<file path="src/rtl/vga_cmd_port_if.sv">
// Host command bus plus video RAM port of vga_cmd_port.
// The master side drives the commands and returns VRAM read data; the slave is the command port itself.
interface vga_cmd_port_if;
  logic [7:0]  i_cmd;
  logic [11:0] i_cur_adr;
  logic [7:0]  i_port;
  logic        i_cs_h;
  logic        i_rl_wh;
  logic [7:0]  o_port;
  logic        o_ready_h;
  logic [11:0] o_vram_addr;
  logic [7:0]  o_vram_data;
  logic        o_vram_we;
  logic [7:0]  i_vram_q;
  logic [11:0] o_cursor_addr;
  logic        o_cursor_en;

  modport master (
    output i_cmd, i_cur_adr, i_port, i_cs_h, i_rl_wh, i_vram_q,
    input  o_port, o_ready_h, o_vram_addr, o_vram_data, o_vram_we,
           o_cursor_addr, o_cursor_en
  );

  modport slave (
    input  i_cmd, i_cur_adr, i_port, i_cs_h, i_rl_wh, i_vram_q,
    output o_port, o_ready_h, o_vram_addr, o_vram_data, o_vram_we,
           o_cursor_addr, o_cursor_en
  );
endinterface

</file>
<file path="src/rtl/vga_cmd_port.sv">
// Text-mode VGA command port: one command per rising edge of chip select, driving cursor and video RAM.
// Define VGA_CMD_CLS_EN to build in the clear-screen command (8'h04); otherwise it is treated as unknown.
module vga_cmd_port #(
  parameter int          COLS      = 80,
  parameter int          ROWS      = 25,
  parameter logic [7:0]  FILL_CHAR = 8'h20
) (
  input logic           i_clk,
  input logic           i_rst,
  vga_cmd_port_if.slave bus
);

  localparam logic [11:0] CELLS = 12'(COLS * ROWS);
  localparam logic [11:0] LAST  = CELLS - 12'd1;

  typedef enum logic [2:0] {IDLE, EXEC, RD_WAIT, RD_LATCH, CLS, DONE} state_t;

  state_t      state, state_next;
  logic        cs_prev;
  logic        ready;
  logic        accept;
  logic [7:0]  cmd_q;
  logic [11:0] cur_adr_q;
  logic [7:0]  port_q;
  logic        rl_wh_q;
  logic [11:0] cursor;
  logic        cursor_en;
  logic [7:0]  rd_data;

  logic        vram_we;
  logic [11:0] vram_addr;
  logic [7:0]  vram_data;
  logic        load_cursor;
  logic [11:0] cursor_next;
  logic        load_en;
  logic        en_next;
  logic        load_port;

  logic is_set, is_wr, is_rd, is_on, is_off;
  assign is_set = rl_wh_q  && (cmd_q == 8'h01);
  assign is_wr  = rl_wh_q  && (cmd_q == 8'h02);
  assign is_rd  = !rl_wh_q && (cmd_q == 8'h03);
  assign is_on  = rl_wh_q  && (cmd_q == 8'h05);
  assign is_off = rl_wh_q  && (cmd_q == 8'h06);

`ifdef VGA_CMD_CLS_EN
  logic        is_cls;
  logic        cls_start;
  logic [11:0] cls_cnt;
  assign is_cls = rl_wh_q && (cmd_q == 8'h04);
`endif

  // ready is only high in IDLE, so this also rejects edges that arrive while busy
  assign accept = bus.i_cs_h && !cs_prev && ready;

  always_comb begin
    state_next  = state;
    vram_we     = 1'b0;
    vram_addr   = 12'd0;
    vram_data   = 8'd0;
    load_cursor = 1'b0;
    cursor_next = cursor;
    load_en     = 1'b0;
    en_next     = cursor_en;
    load_port   = 1'b0;
`ifdef VGA_CMD_CLS_EN
    cls_start   = 1'b0;
`endif
    case (state)
      IDLE: if (accept) state_next = EXEC;
      EXEC: begin
        state_next = DONE;
        if (is_set) begin
          load_cursor = 1'b1;
          cursor_next = (cur_adr_q < CELLS) ? cur_adr_q : 12'd0;
        end else if (is_wr) begin
          vram_we     = 1'b1;
          vram_addr   = cursor;
          vram_data   = port_q;
          load_cursor = 1'b1;
          cursor_next = (cursor == LAST) ? 12'd0 : cursor + 12'd1;
        end else if (is_rd) begin
          vram_addr  = cursor;
          state_next = RD_WAIT;
        end else if (is_on) begin
          load_en = 1'b1;
          en_next = 1'b1;
        end else if (is_off) begin
          load_en = 1'b1;
          en_next = 1'b0;
        end
`ifdef VGA_CMD_CLS_EN
        else if (is_cls) begin
          cls_start  = 1'b1;
          state_next = CLS;
        end
`endif
      end
      // Address stays on the bus so the synchronous RAM output remains valid for the latch
      RD_WAIT: begin
        vram_addr  = cursor;
        state_next = RD_LATCH;
      end
      RD_LATCH: begin
        vram_addr  = cursor;
        load_port  = 1'b1;
        state_next = DONE;
      end
`ifdef VGA_CMD_CLS_EN
      CLS: begin
        vram_we   = 1'b1;
        vram_addr = cls_cnt;
        vram_data = FILL_CHAR;
        if (cls_cnt == LAST) begin
          load_cursor = 1'b1;
          cursor_next = 12'd0;
          state_next  = DONE;
        end
      end
`endif
      DONE:    state_next = IDLE;
      default: state_next = IDLE;
    endcase
  end

  always_ff @(posedge i_clk) begin
    if (i_rst) begin
      state     <= IDLE;
      cs_prev   <= 1'b1;
      ready     <= 1'b1;
      cmd_q     <= 8'd0;
      cur_adr_q <= 12'd0;
      port_q    <= 8'd0;
      rl_wh_q   <= 1'b0;
      cursor    <= 12'd0;
      cursor_en <= 1'b1;
      rd_data   <= 8'd0;
`ifdef VGA_CMD_CLS_EN
      cls_cnt   <= 12'd0;
`endif
    end else begin
      state   <= state_next;
      cs_prev <= bus.i_cs_h;
      if (accept) begin
        cmd_q     <= bus.i_cmd;
        cur_adr_q <= bus.i_cur_adr;
        port_q    <= bus.i_port;
        rl_wh_q   <= bus.i_rl_wh;
        ready     <= 1'b0;
      end else if (state == DONE) begin
        ready <= 1'b1;
      end
      if (load_cursor) cursor    <= cursor_next;
      if (load_en)     cursor_en <= en_next;
      if (load_port)   rd_data   <= bus.i_vram_q;
`ifdef VGA_CMD_CLS_EN
      if (cls_start)          cls_cnt <= 12'd0;
      else if (state == CLS)  cls_cnt <= cls_cnt + 12'd1;
`endif
    end
  end

  // Reset silences the RAM port immediately so an aborted clear issues no further writes
  assign bus.o_vram_we     = vram_we && !i_rst;
  assign bus.o_vram_addr   = i_rst ? 12'd0 : vram_addr;
  assign bus.o_vram_data   = i_rst ? 8'd0 : vram_data;
  assign bus.o_ready_h     = ready;
  assign bus.o_port        = rd_data;
  assign bus.o_cursor_addr = cursor;
  assign bus.o_cursor_en   = cursor_en;

endmodule

</file>
<file path="src/flat_wrapper.sv">
// flat-port wrapper written by rule: the top's interface ports become plain ports
module vga_cmd_port_flat 
#(
  parameter int          COLS      = 80,
  parameter int          ROWS      = 25,
  parameter logic [7:0]  FILL_CHAR = 8'h20
)
  (i_clk, i_rst, bus_i_cmd, bus_i_cur_adr, bus_i_port, bus_i_cs_h, bus_i_rl_wh, bus_i_vram_q, bus_o_port, bus_o_ready_h, bus_o_vram_addr, bus_o_vram_data, bus_o_vram_we, bus_o_cursor_addr, bus_o_cursor_en);
  vga_cmd_port_if bus_i ();
  input logic i_clk;
  input logic i_rst;
  input wire logic [$bits(bus_i.i_cmd)-1:0] bus_i_cmd;
  input wire logic [$bits(bus_i.i_cur_adr)-1:0] bus_i_cur_adr;
  input wire logic [$bits(bus_i.i_port)-1:0] bus_i_port;
  input wire logic [$bits(bus_i.i_cs_h)-1:0] bus_i_cs_h;
  input wire logic [$bits(bus_i.i_rl_wh)-1:0] bus_i_rl_wh;
  input wire logic [$bits(bus_i.i_vram_q)-1:0] bus_i_vram_q;
  output wire logic [$bits(bus_i.o_port)-1:0] bus_o_port;
  output wire logic [$bits(bus_i.o_ready_h)-1:0] bus_o_ready_h;
  output wire logic [$bits(bus_i.o_vram_addr)-1:0] bus_o_vram_addr;
  output wire logic [$bits(bus_i.o_vram_data)-1:0] bus_o_vram_data;
  output wire logic [$bits(bus_i.o_vram_we)-1:0] bus_o_vram_we;
  output wire logic [$bits(bus_i.o_cursor_addr)-1:0] bus_o_cursor_addr;
  output wire logic [$bits(bus_i.o_cursor_en)-1:0] bus_o_cursor_en;
  assign bus_i.i_cmd = bus_i_cmd;
  assign bus_i.i_cur_adr = bus_i_cur_adr;
  assign bus_i.i_port = bus_i_port;
  assign bus_i.i_cs_h = bus_i_cs_h;
  assign bus_i.i_rl_wh = bus_i_rl_wh;
  assign bus_i.i_vram_q = bus_i_vram_q;
  assign bus_o_port = bus_i.o_port;
  assign bus_o_ready_h = bus_i.o_ready_h;
  assign bus_o_vram_addr = bus_i.o_vram_addr;
  assign bus_o_vram_data = bus_i.o_vram_data;
  assign bus_o_vram_we = bus_i.o_vram_we;
  assign bus_o_cursor_addr = bus_i.o_cursor_addr;
  assign bus_o_cursor_en = bus_i.o_cursor_en;
  vga_cmd_port #(.COLS(COLS), .ROWS(ROWS), .FILL_CHAR(FILL_CHAR)) u_core (.i_clk(i_clk), .i_rst(i_rst), .bus(bus_i));
endmodule
</file>
<file path="config.mk">
export PLATFORM = sky130hd
export DESIGN_NAME = vga_cmd_port_flat
export DESIGN_NICKNAME = d
export VERILOG_FILES = /design/src/rtl/vga_cmd_port_if.sv /design/src/rtl/vga_cmd_port.sv /design/src/flat_wrapper.sv
export SDC_FILE = /design/constraint.sdc
export NUM_CORES = 1
export LEC_CHECK = 0
export CAP_MARGIN = 40
export CORE_UTILIZATION = 46
export CTS_CLUSTER_SIZE = 28
export DETAILED_ROUTE_END_ITERATION = 10
export GPL_TIMING_DRIVEN = 0
export PLACE_DENSITY = 0.8
export RECOVER_POWER = 100
export REMOVE_ABC_BUFFERS = 1
export SYNTH_ARGS = -nofsm -noshare
export SYNTH_HDL_FRONTEND = slang
export SYNTH_SLANG_ARGS = --single-unit
</file>
<file path="constraint.sdc">
create_clock -name i_clk -period 2.3 [get_ports i_clk]
set_clock_uncertainty 0.2 [all_clocks]
set_input_delay 0.23 -clock i_clk [delete_from_list [all_inputs] [get_ports i_clk]]
set_output_delay 0.23 -clock i_clk [all_outputs]
set_load 0.03 [all_outputs]
</file>
After elaboration in Yosys (flattened, before gate mapping)
Cells that the tools add are included.

operators by class
  $add $sub $neg = 1
  order comparisons = 1
  equality and inequality tests = 11
  muxes and demuxes = 34
  bitwise operators = 3
  reductions and logical operators = 18

operator list
  cell                                                   number
  2-to-1 mux 12 bit                                      8
  2-to-1 mux 8 bit                                       4
  case mux 12 bit (2 select lines)                       1
  == test 8 x 2 -> 1 bit, second input constant          2
  == test 8 x 3 -> 1 bit, second input constant          2
  2-to-1 mux 1 bit                                       16
  adder 12 x 1 -> 12 bit, second input constant          1
  == test 12 x 11 -> 1 bit, second input constant        1
  < comparator 12 x 11 -> 1 bit, second input constant   1
  2-to-1 mux 3 bit                                       4
  case mux 3 bit (4 select lines)                        1
  == test 8 x 1 -> 1 bit, second input constant          1
  logical AND 1 bit                                      8
  == test 3 x 2 -> 1 bit, second input constant          2
  AND reduction 6 bit                                    1
  nonzero test 2 bit                                     3
  == test 3 x 1 -> 1 bit, second input constant          1
  == test 3 bit, second input constant                   1
  logical NOT 1 bit                                      3
  logical NOT 3 bit                                      1
  inverter 1 bit                                         3
  AND reduction 3 bit                                    1
  inequality test 2 x 1 -> 1 bit, second input constant  1
  OR reduction 2 bit                                     1

storage, ports and cells
  register bits after elaboration = 55
  output and inout port bits = 43

Depth between registers and ports, before layout
  depth in word-level cells = 9
  gate-level depth with buffers = 8
  gate-level depth less buffers = 6

Least setup slack after synthesis
Ideal clock, no wire load.

  path kind = register -> output
  start point = register u_core.cmd_q[3]
  end point = output bus_o_vram_addr[0]
  data arrival time = 1.898 ns
  setup slack = -0.028 ns
  stages on the path, launching flop included = 5
  path buffers = 0
  cell sequence = dfxtp_1 -> nor4_4 -> and3_1 -> a31oi_1 -> nor4_1

between the ends
  word-level cells in the longest chain between the ends = 7

RTL lines
  element                               line                 source
  start: declaration                    vga_cmd_port.sv:22   logic [7:0] cmd_q;
  start signal: assignment              vga_cmd_port.sv:145  cmd_q <= bus.i_cmd;
  == test 8 x 2 -> 1 bit                vga_cmd_port.sv:42   assign is_rd = !rl_wh_q && (cmd_q == 8'h03);
  logical AND 1 bit                     vga_cmd_port.sv:42
  2-to-1 mux 12 bit                     vga_cmd_port.sv:82   end else if (is_rd) begin
  2-to-1 mux 12 bit                     vga_cmd_port.sv:76   end else if (is_wr) begin
  2-to-1 mux 12 bit (*)                 vga_cmd_port.sv:73   if (is_set) begin
  case mux 12 bit (2 select lines) (*)  vga_cmd_port.sv:69   case (state)
  2-to-1 mux 12 bit (*)                 vga_cmd_port.sv:165  assign bus.o_vram_addr = i_rst ? 12'd0 : vram_addr;
  end: declaration                      flat_wrapper.sv:20   output wire logic [$bits(bus_i.o_vram_addr)-1:0] bus_o_vram_addr;

Every way passes the cells marked *; elsewhere a longest branch is shown, timed or not.

Worst setup path in the final report
  start point = register u_core.cmd_q[4]
  end point = output bus_o_vram_addr[11]

The elaborated chain is that of the path after synthesis.

==> flow_summary_export.csv <==
group,metric,value,unit
outcome,status,"finished with violations",
outcome,violations,"negative setup slack",
cells_and_area,drive_above_1_share,20.6,%
timing,final_hold_viol_count,0,
placement,gp_congestion,0.836,
worst_setup_path,worst_setup_path_end_kind,"primary output",
clocking,ctsRootBufferMaster,"clkbuf_8",
timing,period_share,105,%
worst_setup_path,reg2reg_from,"u_core.cmd_q[4]",
timing,rsz0062_at_grt,"yes",
power_and_ir_drop,p_leak,1.42,nW
worst_setup_path,cp.arrival,1.98,ns
timing,setup_viol,18,
power_and_ir_drop,switching_share,22.3,%
yosys,synth_area_leaders,"dfxtp_1 42%, nand2_1 10%, a21oi_1 6.6%",
clocking,cts.htree.levels,2,
cells_and_area,n_antenna_cell,0,
yosys,ys_types,50,
yosys,synth_top_area_share,42.5,%
clocking,clkSinkCount,55,
cells_and_area,multi_input_area,1480,µm²
worst_setup_path,crit_end,"bus_o_vram_addr[11]",
global_routing,grt-ovfl-total,0,
power_and_ir_drop,p_switching,0.000410,W
yosys,synth-seq-area-share,42.5,%
worst_setup_path,r2r_end,"u_core.bus.o_cursor_addr[3]",
worst_setup_path,cpMostUsedCell,"buf_4",
placement,hpwl,4.60,mm
timing,worst_slack,-0.114,ns
placement,io_buffers,82,
yosys,yosysWarnings,0,
global_routing,grt_max_degree,33,
timing,worst_pin_slew,0.579,ns
drt,ant_nets,0,
floorplanning,num_rows,26,
drt,vias_per_cell,5.51,
drt,drc,0,
run,maxCapViolations,0,
cells_and_area,layout.nets,442,
floorplanning,die_area,5940,µm²
timing,slew_headroom,61.4,%
placement,dpl_worst_slack,-0.583,ns
floorplanning,ios,83,
worst_setup_path,start_kind,"flop",
yosys,synth_area_leader_cell,"dfxtp_1",
drt,drt-pass1-iter-count,4,
cells_and_area,area_growth_syn_to_layout,46.4,%
yosys,yosys.cell_count.top_type,"nand2_1",
yosys,synth_common_cells,"69 x nand2_1, 55 x dfxtp_1, 34 x a21oi_1",
cells_and_area,fin_util,72.1,%
power_and_ir_drop,power.density,485,nW/µm²
worst_setup_path,rrSetupSlack,0.04,ns
worst_setup_path,critPathMaxStageDelay,0.35,ns
clocking,cts_inserted_buffers,5,
yosys,syn_inst,315,
clocking,clock_latency,0.30,ns
clocking,clk_pin_slew,0.09,ns
yosys,synth_flop_cell,"dfxtp_1",
cells_and_area,n_fill_cell,410,
global_routing,grt_pass1_vias,2486,
power_and_ir_drop,seqPwrFrac,54.3,%
yosys,avgSynthCellArea,8.23,µm²
power_and_ir_drop,pwr-share-comb,10.0,%
floorplanning,coreArea,5270,µm²
yosys,async_reset_ff_share,0,%
timing,fin_crit,2.41,ns
yosys,netlist_area,2590,µm²
worst_setup_path,cp.depth,7,
floorplanning,die_y,77.1,µm
global_routing,grt_antenna_before_repair,0,
worst_setup_path,critPathKind,"reg -> out",
drt,drt_iter0_drc,120,
floorplanning,initial_core_util,49.2,%
clocking,cts_tree,"done",
timing,slew_viol_final,0,
power_and_ir_drop,vdd.ir_drop.worst,308,µV
clocking,cts_buffer_depth,2,
global_routing,grt_first_pass_wirelength,11.3,mm
cells_and_area,seq_area,1110,µm²
power_and_ir_drop,p_int,0.00143,W
power_and_ir_drop,clockPowerShare,35.8,%
worst_setup_path,cp_max_fo,4,
drt,via_count,2599,
cells_and_area,final_cell_area,3800,µm²
clocking,postCtsHoldBufs,0,
timing,fmax,0.414,GHz
worst_setup_path,cp-startpoint,"u_core.cmd_q[4]",
drt,routed_wl,6.73,mm
worst_setup_path,crit_family,"simple AND/OR/NAND/NOR gates",
drt,wire_per_inst,14.3,µm
worst_setup_path,critPathRequiredTime,1.87,ns
placement,placed_area,3460,µm²
worst_setup_path,cp_num_buf_inv,2,
global_routing,groute.usage.overall,23.6,%
worst_setup_path,worstRegToRegCells,7,
yosys,synth-seq-cells,55,
floorplanning,die_w,77.1,µm
yosys,synth_edf_count,0,
hold_path,hold_path_class,"in -> reg",
worst_setup_path,critical_path.slowest_cell,"dfxtp_2",
worst_setup_path,path_cells,"nor4_4, and3_4, a31oi_4, nor3_4, buf_4, and2_1, buf_4",
how the worst min path moves through the flow:
stage	from	endpoint	slack, ns	cells past startpoint
final	i_rst	u_core.bus.o_port[1]	0.20	2
after global routing	i_rst	u_core.bus.o_port[1]	0.21	2
after global placement	u_core.port_q[5]	u_core.port_q[5]	0.24	2
after CTS	i_rst	u_core.bus.o_port[4]	0.19	2
after floorplan	i_rst	u_core.cmd_q[0]	0.1	1
after detailed placement	u_core.port_q[1]	u_core.port_q[1]	0.24	2
area by class of cell:
| type | instances | area share, % |
|---|---|---|
| Multi-Input combinational cell | 235 | 39.0 |
| Sequential cell | 55 | 29.1 |
| Timing Repair Buffer | 98 | 25.8 |
| Tap cell | 70 | 2.31 |
| Clock buffer | 6 | 2.17 |
| Clock inverter | 2 | 0.923 |
| Inverter | 6 | 0.593 |
per-layer routing:
layer	vias up	routed length, µm	track usage [%]
met5	-	0	0
met4	0	297	13.2
met3	23	345	4.29
met2	87	3110	37.5
met1	1205	2980	30.0
li1	1284	-	-
metrics by stage:
stage / hold WS, ns / cells / power (W) / setup TNS, ns
detailed placement: 0.242 / 450 / 0.00119 / -11.15
CTS: 0.187 / 469 / 0.00185 / -1.07
global route: 0.213 / 472 / 0.00193 / -3.54
finish: 0.196 / 472 / 0.00184 / -1.36
floorplan: 0.0991 / 295 / 0.00108 / -0.0844
global placement: 0.237 / 447 / 0.00118 / -62.51
flip-flops by register name, summed over array words and instances (netlist names):
name,cells
u_core.state,3
u_core.bus.o_cursor_en,1
u_core.bus.o_port,8
u_core.bus.o_cursor_addr,12
u_core.bus.o_ready_h,1
u_core.cur_adr_q,12
u_core.cs_prev,1
u_core.port_q,8
u_core.rl_wh_q,1
u_core.cmd_q,8
cells by family (layout without fill, tap and decap cells):
family	after synthesis	count (layout)	synth area share (%)
AO/OA/AOI/OAI	63	63	14.8
XOR/XNOR	3	3	1.01
adder cells (fa/ha/maj)	1	1	0.482
buffers and inverters	26	112	4.05
flip-flops	55	55	42.5
multiplexers	9	9	3.47
AND/OR/NAND/NOR	158	159	33.8
cells in the final DEF (no fill, tap or decap), drive strengths merged, types with 9 or more instances in the layout:
cell type,synthesis,layout
clkdlybuf4s50,0,59
nor3,11,12
nor2,17,17
buf,9,38
mux2i,9,9
and2,18,18
dfxtp,55,55
nand3,11,11
nand2,69,69
a21oi,34,34
repair_timing:
action | 4_1_cts | 5_1_grt
pin swaps | 9 | 7
gates cloned | 1 | 0
gates resized for setup | 158 | 13
endpoints found under the setup margin | 29 | 24
buffers inserted | 10 | 3
power groups by stage:
stage / Combinational (W) / Clock, W / Sequential (W)
floorplan: 0.0000597 / 0 / 0.00102
global placement: 0.000161 / 0 / 0.00102
detailed placement: 0.000173 / 0 / 0.00102
CTS: 0.000180 / 0.000670 / 0.000998
global route: 0.000201 / 0.000722 / 0.00100
finish: 0.000183 / 0.000658 / 0.000999
Power figures use the tool's default switching activity.
